==> src/rtl/shift_add_multiplier.sv <==
// shift_add_multiplier: multi-cycle unsigned shift-and-add multiplier using a carry-lookahead adder.
// Ports: clk, rst_n (async active-low); in_valid/in_ready/a/b operand handshake;
// out_valid/out_ready/product result handshake; busy high while RUN or DONE.
// Optional MULT_EARLY_EXIT_EN finishes early once the remaining multiplier bits are all zero.

module carry_lookahead_adder #(
    parameter int WIDTH = 8
) (
    input  logic [WIDTH-1:0] a,
    input  logic [WIDTH-1:0] b,
    input  logic             cin,
    output logic [WIDTH-1:0] sum,
    output logic             cout
);
    logic [WIDTH-1:0] g;
    logic [WIDTH-1:0] p;
    logic [WIDTH:0]   c;
    logic             acc;
    assign g = a & b;
    assign p = a ^ b;
    // Each carry is derived from g/p/cin alone, never from a neighbouring carry.
    always_comb begin
        c = '0;
        acc = 1'b0;
        c[0] = cin;
        for (int i = 0; i < WIDTH; i++) begin
            acc = cin;
            for (int j = 0; j <= i; j++)
                acc = g[j] | (p[j] & acc);
            c[i+1] = acc;
        end
    end
    assign sum  = p ^ c[WIDTH-1:0];
    assign cout = c[WIDTH];
endmodule

module shift_add_multiplier #(
    parameter int WIDTH = 8
) (
    input  logic                 clk,
    input  logic                 rst_n,
    input  logic                 in_valid,
    output logic                 in_ready,
    input  logic [WIDTH-1:0]     a,
    input  logic [WIDTH-1:0]     b,
    output logic                 out_valid,
    input  logic                 out_ready,
    output logic [2*WIDTH-1:0]   product,
    output logic                 busy
);
    localparam int CW = $clog2(WIDTH + 1);
    localparam logic [CW-1:0] LAST = CW'(WIDTH - 1);
    typedef enum logic [1:0] {IDLE, RUN, DONE} state_t;
    state_t               state, state_nxt;
    logic [2*WIDTH-1:0]   p_reg, p_nxt;
    logic [WIDTH-1:0]     a_reg, a_nxt;
    logic [CW-1:0]        cnt, cnt_nxt;
    logic [WIDTH-1:0]     sum;
    logic                 cout;
`ifdef MULT_EARLY_EXIT_EN
    localparam logic [WIDTH-1:0] ONES = '1;
`endif
    carry_lookahead_adder #(.WIDTH(WIDTH)) u_cla (
        .a    (p_reg[2*WIDTH-1:WIDTH]),
        .b    (a_reg),
        .cin  (1'b0),
        .sum  (sum),
        .cout (cout)
    );
    always_ff @(posedge clk or negedge rst_n)
        if (!rst_n) begin
            state <= IDLE;
            p_reg <= '0;
            a_reg <= '0;
            cnt   <= '0;
        end else begin
            state <= state_nxt;
            p_reg <= p_nxt;
            a_reg <= a_nxt;
            cnt   <= cnt_nxt;
        end
    always_comb begin
        state_nxt = state;
        p_nxt = p_reg;
        a_nxt = a_reg;
        cnt_nxt = cnt;
        case (state)
            IDLE: if (in_valid) begin
                a_nxt = a;
                p_nxt = {{WIDTH{1'b0}}, b};
                cnt_nxt = '0;
                state_nxt = RUN;
            end
            RUN: begin
                cnt_nxt = cnt + 1'b1;
                // The adder carry lands in the MSB, so the product never overflows.
                p_nxt = p_reg[0] ? {cout, sum, p_reg[WIDTH-1:1]} : p_reg >> 1;
                state_nxt = (cnt == LAST) ? DONE : RUN;
`ifdef MULT_EARLY_EXIT_EN
                // Low WIDTH-cnt bits of P are the unconsumed multiplier bits.
                if ((p_reg[WIDTH-1:0] & (ONES >> cnt)) == '0) begin
                    p_nxt = p_reg >> (CW'(WIDTH) - cnt);
                    state_nxt = DONE;
                end
`endif
            end
            DONE: state_nxt = out_ready ? IDLE : DONE;
            default: state_nxt = IDLE;
        endcase
    end
    assign in_ready  = (state == IDLE);
    assign out_valid = (state == DONE);
    assign busy      = (state != IDLE);
    assign product   = p_reg;
endmodule

==> config.mk <==
export PLATFORM = sky130hd
export DESIGN_NAME = shift_add_multiplier
export DESIGN_NICKNAME = d
export VERILOG_FILES = /design/src/rtl/shift_add_multiplier.sv
export SDC_FILE = /design/constraint.sdc
export NUM_CORES = 1
export LEC_CHECK = 0
export CAP_MARGIN = 40
export CORE_MARGIN = 3
export CORE_UTILIZATION = 45
export CTS_BUF_LIST = sky130_fd_sc_hd__clkbuf_2
export CTS_CLUSTER_DIAMETER = 30
export DETAILED_ROUTE_END_ITERATION = 10
export PLACE_DENSITY = 0.77
export SETUP_SLACK_MARGIN = 0.4
export SLEW_MARGIN = 20
export SYNTH_ARGS = -nofsm -noshare
export SYNTH_HDL_FRONTEND = slang
export SYNTH_HIERARCHICAL = 1
export SYNTH_SLANG_ARGS = --single-unit
==> constraint.sdc <==
create_clock -name clk -period 3.8 [get_ports clk]
set_input_delay 0.38 -clock clk [delete_from_list [all_inputs] [get_ports clk]]
set_output_delay 0.38 -clock clk [all_outputs]
set_load 0.01 [all_outputs]
==> flow_summary_export.csv <==
group,metric,value,unit
outcome,status,"finished clean",
cells_and_area,instances_no_fill,241,
power,leakage,0.942,nW
cells_and_area,num-fill-cells,291,
grt,overflow,0,
die,io_pins,39,
power,irDropWorstVdd,0.339,mV
power,seqPwrFrac,36.6,%
drt,vias_per_cell,5.11,
power,power_density,837,mW/mm2
drt,post_drt_wl_per_cell,13.6,um
yosys,synth_top_area_share,49.0,%
grt,grt_max_degree,31,
die,die_h,64.4,um
yosys,synth-simple-area-share,18.8,%
clocking,cts_sinks,30,
grt,antenna_found_initial,0,
yosys,syn_area,0.00153,mm2
power,switching_share,38.7,%
drt,dr.pass1.iters,4,
critical_path,arrival,3.90,ns
critical_path,worst-r2r-setup-slack,0.18,ns
yosys,synth_cell_types,28,
drt,vias,1232,
drt,drt_wl_total,3.27,mm
critical_path,path_max_fanout,2,
timing,min_period,3.62,ns
timing,slew_headroom,45.6,%
grt,grt_pass1_wl,5.73,mm
clocking,clock_path_buffers,2,
yosys,syn_inst,155,
critical_path,crit_required,4.08,ns
timing,grt_setup_unrepaired,"true",
drt,drtIter0Drc,65,
power,p_comb_share,46.6,%
power,intPower,1.06,mW
yosys,synth_seq_cells,30,
timing,fmax,276,MHz
timing,fin_crit_sh,95.2,%
yosys,yosys-top-cells-area,"dfrtp_1, fa_1, nand2_1",
cells_and_area,layout_commonest_cell,"nand2_1",
yosys,synth-xor-area-share,0,%
power,p_sw,666,uW
clocking,clock_latency,0.38,ns
timing,tns,0,ns
cells_and_area,design_area,0.00206,mm2
grt,grt.total_usage,17.8,%
clocking,htreeDepth,2,
die,initial_core_util,48.6,%
yosys,synthMuxAreaShare,5.88,%
cells_and_area,largest_register_ffs,16,
placement,port_buffers,38,
critical_path,worstReg2RegEnd,"product[14]",
timing,slew_violations,0,
critical_path,critPathLaunch,"product[8]",
critical_path,crit_type,"flip-flop to flip-flop",
grt,grt_pass1_vias,1303,
cells_and_area,drive_above_1_share,11.7,%
drt,drtAntennaViolNets,0,
yosys,avgSynthCellArea,9.89,um2
placement,place_inst,232,
placement,dpl_cell_area,0.00196,mm2
clocking,cts_tree,"built",
cells_and_area,final_net_count,225,
timing,tightest_slew,0.815,ns
yosys,synthAdderAreaFrac,11.3,%
yosys,synth_fp_nets,184,
die,dieArea,0.00414,mm2
clocking,cts_hold_buf,0,
timing,setup_viol,0,
worst_hold_path,min_path_type,"input port to asynchronous set/reset pin",
flow_run,maxCapViolations,0,
critical_path,start_kind,"flip-flop",
clocking,clk_pin_slew,0.18,ns
power,clkPwrFrac,16.8,%
critical_path,crit_path_end,"product[14]",
yosys,ys_seq_area_share,49.0,%
critical_path,reg2reg_depth,14,
timing,clock_skew,0.0269,ns
yosys,synth_top_family_by_area,"simple AND/OR/NAND/NOR gates",
critical_path,crit_path_end_kind,"flip-flop",
yosys,synth_compound_area_share,9.31,%
critical_path,r2r_start,"product[8]",
yosys,yosysTopAreaCell,"dfrtp_1",
timing,final_hold_viol_count,0,
cells_and_area,diodes,0,
cells_and_area,syn_to_final_growth,34.2,%
die,core_area,0.00315,mm2
clocking,cts_inserted_buffers,5,
placement,dpl.hpwl,2.38,mm
cells_and_area,layout_common_cells,"nand2_1, clkdlybuf4s50_1, dfrtp_1",
die,num_rows,20,
drt,drc_errors,0,
placement,gp_congestion,0.767,
clocking,cts_root_buffer,"clkbuf_2",
die,die_w,64.4,um
yosys,yosys_warnings,6,
synthesized netlist by cell type:
library cell and instances:
nor2b_1 2, nor3_1 2, o21a_1 1, buf_2 5, o22a_1 1, mux2i_1 9
conb_1 1, fa_1 8, clkbuf_1 1, inv_1 12, o21bai_1 1, a21oi_1 3
nor3b_2 1, o22ai_1 2, buf_6 1, a22oi_1 5, nand2_1 41, nor2_1 3
ha_1 1, nand3_1 10, nand2b_1 1, or3b_4 1, dfrtp_1 30, o21ai_0 9
nor3b_1 1, or2_2 1, nand4_1 1, a22o_1 1
through the flow:
stage | util (%) | power [mW] | hold WS, ns | setup slack [ns]
after global placement | 61.8 | 1.37 | 0.463 | 0.232
final | 65.2 | 1.72 | 0.357 | 0.182
after floorplan | - | 1.11 | 0.0844 | 0.257
after CTS | 65.1 | 1.74 | 0.369 | 0.122
after detailed placement | 62.0 | 1.44 | 0.475 | 0.0953
after global routing | 65.2 | 1.89 | 0.379 | 0.0736
layer usage:
layer	global-route usage (%)	up-vias	share of wire [%]
li1	-	592	-
met1	21.8	608	43
met2	30.3	28	51
met3	5.80	4	5.0
met4	4.75	0	0.82
met5	0	-	0
cell families after synthesis:
kind of cell	after synthesis
adder cells (fa/ha/maj)	9
other	1
flip-flops	30
buffers and inverters	19
AO/OA/AOI/OAI	23
multiplexers	9
AND/OR/NAND/NOR	64
worst max-delay path: stages (launching register included):
cell     delay (ns)
dfrtp_1        0.42
inv_2          0.07
fa_2           0.20
inv_2          0.04
fa_2           0.33
fa_2           0.36
fa_2           0.34
fa_2           0.35
fa_2           0.36
fa_2           0.33
inv_1          0.07
fa_1           0.40
inv_1          0.06
mux2i_1        0.07
o21ai_1        0.15
cell type report:
| type | instances | area, um2 | share of cell area [%] |
|---|---|---|---|
| clock buffer | 5 | 25.0 | 1.22 |
| inverter | 12 | 45.0 | 2.19 |
| sequential | 30 | 751 | 36.5 |
| multi-input combinational | 106 | 714 | 34.7 |
| timing repair buffer | 41 | 403 | 19.6 |
| clock inverter | 3 | 63.8 | 3.10 |
| tap | 44 | 55.1 | 2.68 |
worst min-delay path by stage:
stage,start,endpoint,slack (ns),cells after the start
after floorplan,rst_n,a_reg[0],0.08,0
after global placement,cnt[3],cnt[3],0.46,1
after detailed placement,a_reg[0],a_reg[0],0.47,2
after CTS,rst_n,product[0],0.37,2
after global routing,rst_n,product[0],0.38,2
final,rst_n,product[0],0.36,2
timing repair:
action / CTS / global route
setup endpoints to repair: 1 / 3
gates resized for setup: 1 / 6
buffers inserted: 1 / 0
power groups by stage:
| stage | sequential, mW | clock, mW | combinational [mW] |
|---|---|---|---|
| after floorplan | 0.622 | 0 | 0.492 |
| after detailed placement | 0.640 | 0 | 0.798 |
| after global routing | 0.657 | 0.309 | 0.925 |
| final | 0.630 | 0.290 | 0.802 |
| after global placement | 0.626 | 0 | 0.748 |
| after CTS | 0.629 | 0.295 | 0.812 |
(Power assumes the default switching activity.)
